<file path="src/rtl/polyphase_partial_sum.sv">
// polyphase_partial_sum: folds each 512-sample windowed frame into 64 partial sums Y[i] and
// streams them out of a ping-pong bank pair over a valid/ready interface.
module polyphase_partial_sum #(
   parameter int IN_W  = 16,
   parameter int ACC_W = IN_W + 3
) (
   input  logic                    clk,
   input  logic                    rst,
   input  logic signed [IN_W-1:0]  windowed_sample,
   input  logic                    wso_valid,
   output logic signed [ACC_W-1:0] y_data,
   output logic [5:0]              y_idx,
   output logic                    y_valid,
   input  logic                    y_ready,
   output logic                    y_last,
   output logic                    overflow
);
   typedef enum logic [1:0] {IDLE, LOAD, STREAM} state_t;
   state_t state, state_n;
   logic [8:0] cnt;
   logic wbank, rbank, drop;
   logic [1:0] full, full_eff, set_mask, clr_mask;
   logic s1_valid, s1_last, s1_bank;
   logic [5:0] s1_i, rd_idx;
   logic [2:0] s1_j;
   logic signed [ACC_W-1:0] s1_sample, s1_rd;
   logic signed [ACC_W-1:0] acc [128];
   logic set_any, wb, wb_free, start, take, load, advance, done;
   // A frame finishing in S2 toggles the write bank one edge late, so look through it here.
   assign set_any  = s1_valid & s1_last;
   assign set_mask = set_any ? (s1_bank ? 2'b10 : 2'b01) : 2'b00;
   assign clr_mask = done ? (rbank ? 2'b10 : 2'b01) : 2'b00;
   assign full_eff = full | set_mask;
   assign wb       = wbank ^ set_any;
   assign wb_free  = !full[wb] || clr_mask[wb];
   assign start    = wso_valid && cnt == 9'd0;
   assign take     = wso_valid && (start ? wb_free : !drop);
   assign rd_idx   = load ? 6'd0 : y_idx + 6'd1;
   always_ff @(posedge clk or negedge rst) begin
      if (!rst) state <= IDLE;
      else state <= state_n;
   end
   always_comb begin
      state_n = state;
      load    = 1'b0;
      advance = 1'b0;
      done    = 1'b0;
      case (state)
         IDLE:   state_n = full_eff[rbank] ? LOAD : IDLE;
         LOAD: begin
            load    = 1'b1;
            state_n = STREAM;
         end
         STREAM: if (y_valid && y_ready) begin
            done    = y_last;
            advance = !y_last;
            state_n = y_last ? (full_eff[~rbank] ? LOAD : IDLE) : STREAM;
         end
         default: state_n = IDLE;
      endcase
   end
   always_ff @(posedge clk or negedge rst) begin
      if (!rst) begin
         cnt       <= '0;
         drop      <= 1'b0;
         wbank     <= 1'b0;
         rbank     <= 1'b0;
         full      <= 2'b00;
         overflow  <= 1'b0;
         s1_valid  <= 1'b0;
         s1_last   <= 1'b0;
         s1_bank   <= 1'b0;
         s1_i      <= '0;
         s1_j      <= '0;
         s1_sample <= '0;
         y_data    <= '0;
         y_idx     <= '0;
         y_valid   <= 1'b0;
         y_last    <= 1'b0;
      end else begin
         if (wso_valid) cnt <= cnt + 9'd1;
         if (start) drop <= !wb_free;
         if (start && !wb_free) overflow <= 1'b1;
         s1_valid  <= take;
         s1_last   <= cnt == 9'd511;
         s1_bank   <= wb;
         s1_i      <= cnt[5:0];
         s1_j      <= cnt[8:6];
         s1_sample <= ACC_W'(windowed_sample);
         if (set_any) wbank <= ~wbank;
         full <= (full & ~clr_mask) | set_mask;
         if (done) rbank <= ~rbank;
         if (load || advance) begin
            y_data  <= acc[{rbank, rd_idx}];
            y_idx   <= rd_idx;
            y_last  <= rd_idx == 6'd63;
            y_valid <= 1'b1;
         end else if (done) begin
            y_valid <= 1'b0;
            y_last  <= 1'b0;
         end
      end
   end
   // The same acc[i] recurs only 64 valids later, so the RMW needs no forwarding.
   always_ff @(posedge clk) begin
      s1_rd <= acc[{wb, cnt[5:0]}];
      if (s1_valid) acc[{s1_bank, s1_i}] <= s1_j == 3'd0 ? s1_sample : s1_rd + s1_sample;
   end
endmodule

</file>
<file path="config.mk">
export PLATFORM = sky130hd
export DESIGN_NAME = polyphase_partial_sum
export DESIGN_NICKNAME = d
export VERILOG_FILES = /design/src/rtl/polyphase_partial_sum.sv
export SDC_FILE = /design/constraint.sdc
export NUM_CORES = 2
export LEC_CHECK = 0
export BUFFER_PORTS_ARGS = -buffer_cell sky130_fd_sc_hd__buf_2
export CORE_ASPECT_RATIO = 1.25
export CORE_UTILIZATION = 40
export CTS_CLUSTER_SIZE = 12
export DETAILED_ROUTE_END_ITERATION = 10
export PLACE_DENSITY_LB_ADDON = 0.25
export SLEW_MARGIN = 20
export SYNTH_ARGS = -nofsm -noshare
export SYNTH_HDL_FRONTEND = slang
export SYNTH_SLANG_ARGS = --single-unit
</file>
<file path="constraint.sdc">
create_clock -name clk -period 11.8 [get_ports clk]
set_input_delay 1.18 -clock clk [delete_from_list [all_inputs] [get_ports clk]]
set_output_delay 1.18 -clock clk [all_outputs]
set_load 0.02 [all_outputs]
</file>
==> summary.txt <==
outcome -> finished clean
TNS Setup -> 0 ns
Synth Area in Simple Gates -> 0.0625
Post-DP Area -> 124000 sq um
final setup fails -> 0
largest net degree at the start of global routing -> 171
#FFs+latches synth -> 2523
Worst slew margin -> 0.0965
area fraction in compound gates after synthesis -> 0.112
RSZ-0062 raised after global routing -> false
global-route wire length before repair -> 637 mm
Post-synth ARST share -> 0.0285
drt drc -> 0
sequential element share of the synthesized area -> 0.637
die height -> 610 um
H-tree depth -> 5
PortBufs -> 47
clk slew on worst S/H paths -> 0.06 ns
area growth from synthesis to layout -> 11.6%
multi-input logic area -> 40500 sq um
crit start category -> register
post-route ant nets -> 0
Final min period -> 7.04 ns
CTS Hold Bufs -> 0
largest family of logic cells by synthesized area -> multiplexers
Adder-Cell Fraction of Synth Area -> 0.00250
WS Path Type -> register to register
CP most frequent cell -> buf_12
total wire length -> 463 mm
post-layout util -> 0.450
Gate Count Post-Synth -> 7619
Die W -> 488 um
class of the worst hold path -> input pin to asynchronous set/reset pin
Fin. Hold Viols -> 0
Max Clk Rate -> 142 MHz
Initial DRC Count -> 12300
RD Place Congestion -> 0.951
Leak -> 0.0407 uW
initial antenna violation count -> 42
multiplexer share of the synthesized area -> 0.156
Max-cap violations -> 0
DP Wirelength -> 273 mm
num ports -> 48
core outline area -> 293000 sq um
Post-synth EDFFs -> 2432
DRT Pass-1 Iters -> 6
CP Data Arrival Time -> 7.79 ns
layout cells sized above 1 -> 0.229
crit-path max cell delay -> 0.99 ns
Final Instance Area -> 132000 sq um
Seq. cell area -> 75200 sq um
dominant synthesized flop cell -> edfxtp_1
CP max-delay cell -> o311ai_1
Power Dens Cells -> 201 nW/um^2
TritonCTS Sinks -> 2523
GRT Resource Usage Total -> 0.307
Initial Util -> 0.403
post-CTS setup buffers -> 0
worst path cell trace -> ha_1 -> xnor2_2 -> buf_4 -> nor2_4 -> buf_12 -> buf_12 -> nand2_1 -> a311oi_1 -> nor3_1 -> o311ai_1 -> o2111ai_1 -> o211ai_1
CP Capture Type -> register
Gates resized, CTS repair -> 0
Post-Synth XOR/XNOR Area -> 0.00240
WP data required -> 12.55 ns
Synth Cell Area -> 118000 sq um
DR WL/cell -> 39.6 um
Worst Path Max Fanout -> 105
Die ar. -> 298000 sq um
Worst-Skew Late Latency -> 0.91 ns
via density per instance -> 7.06
Yosys Warn Count -> 0
Bufs on Longest Clock Path -> 4
fillers -> 25500
distinct cell type count after synthesis -> 81
nets -> 7612
Worst VDD drop -> 0.208 mV
Avg Cell Area, Syn -> 15.5 sq um
vias after detailed routing -> 82600
measured slew at the worst slew-check pin -> 1.35 ns
total grt overflow -> 0
vias in the first global route -> 80300
max-slew violations -> 0
clock root cell -> clkbuf_16
net count after synthesis -> 7662
final period utilization -> 0.597
Rows -> 222
worst r2r path cells -> 12
clk_skew -> 0.0558 ns
CTS buffer count -> 269
CTS tree -> yes
[cell families after synthesis]
family,after synthesis
fa+ha+maj,23
mux,864
compound gates,1814
flops,2523
xor+xnor,29
simple gates,1624
buf+inv,742
[synth_stat cells, types with 17 or more instances]
master,count,area share
mux2_2,29,0.0028
nor3_1,53,0.0022
nand4_1,19,0.0010
mux2i_1,53,0.0045
buf_1,77,0.0024
mux4_2,782,0.15
o211ai_1,34,0.0022
nand2_1,760,0.024
nand3_1,289,0.012
a311oi_1,91,0.0067
a32oi_1,19,0.0014
nand2b_1,17,0.00090
nor2b_1,26,0.0014
nor2_1,198,0.0063
a31oi_1,244,0.013
buf_2,307,0.013
ha_1,22,0.0023
clkbuf_1,310,0.0098
a2111oi_0,22,0.0016
o221ai_1,544,0.040
o21ai_0,234,0.0099
dfrtp_1,72,0.015
buf_4,32,0.0020
dfxtp_1,19,0.0032
o2111ai_1,29,0.0021
a211oi_1,200,0.013
o22ai_1,59,0.0031
and3_1,203,0.011
edfxtp_1,2432,0.62
a21oi_1,193,0.0082
[power breakdown]
part | internal [uW] | switching [uW]
registers | 10400 | 283
clock network | 4450 | 3530
logic | 3120 | 4790
[routing by layer]
metal | global-route usage | share of wire | wire, um | vias to the layer above
met5 | 0 | 0.00022 | 100 | -
met4 | 0.234 | 0.091 | 42200 | 16
met3 | 0.0651 | 0.12 | 53700 | 1433
met2 | 0.468 | 0.45 | 210000 | 6334
met1 | 0.382 | 0.34 | 158000 | 42900
li1 | - | - | - | 31900
[placed cells by master, fill, tap and decap left out, types with 65 or more instances in the layout]
| cell type | Yosys | final |
|---|---|---|
| edfxtp_1 | 2432 | 2432 |
| mux4_2 | 782 | 782 |
| nand2_1 | 760 | 754 |
| o221ai_1 | 544 | 544 |
| buf_4 | 32 | 335 |
| nand3_1 | 289 | 289 |
| clkbuf_16 | 0 | 278 |
| a31oi_1 | 244 | 242 |
| o21ai_0 | 234 | 216 |
| and3_1 | 203 | 203 |
| a211oi_1 | 200 | 196 |
| a21oi_1 | 193 | 193 |
| nor2_2 | 1 | 122 |
| a311oi_1 | 91 | 89 |
| clkbuf_1 | 310 | 89 |
| nor2_1 | 198 | 71 |
| dfrtp_1 | 72 | 65 |
[worst max-delay path: cells and delay by family (launching register included)]
family	cells	cell delay, ns
adder cells (fa/ha/maj)	1	0.47
XOR/XNOR	1	0.11
AND/OR/NAND/NOR	3	1.06
flip-flops	1	0.95
AO/OA/AOI/OAI	4	2.80
buffers and inverters	3	1.27
[state kept, by name (all words and copies together) (netlist names), 3 cells and up]
| signal | count |
|---|---|
| acc | 2432 |
| cnt | 9 |
| s1_i | 6 |
| s1_j | 3 |
| s1_rd | 19 |
| s1_sample | 16 |
| y_data | 19 |
| y_idx | 6 |
[through the flow]
step / cells / power (uW) / worst slack (ns) / hold slack [ns]
after global placement: 11200 / 18500 / 4.33 / 0.418
final: 11700 / 26600 / 4.76 / 0.249
after detailed placement: 11200 / 18600 / 5.23 / 0.435
after global routing: 11700 / 27000 / 5.07 / 0.267
after floorplan: 7619 / 15600 / 3.22 / 0.352
after CTS: 11700 / 26400 / 5.19 / 0.230
[path summary, 6_finish.rpt]
kind	from	endpoint	slack [ns]
setup reg to reg	y_idx[0]	y_data[11]	4.76
setup / recovery	y_idx[0]	y_data[11]	4.76
min in group clk	windowed_sample[10]	s1_sample[10]	0.42
hold / removal	rst	overflow	0.25
hold reg to reg	cnt[8]	s1_j[2]	0.44
max in group asynchronous	rst	y_idx[0]	10.24
[final cells by class]
type	count	share of cell area
multi-input combinational	4354	0.307
inverter	13	0.000427
antenna	39	0.000740
timing repair buffer	408	0.0246
tap	3920	0.0372
clock inverter	59	0.00321
sequential	2523	0.570
clock buffer	378	0.0564
No activity file was read; power rests on OpenSTA's default activity.
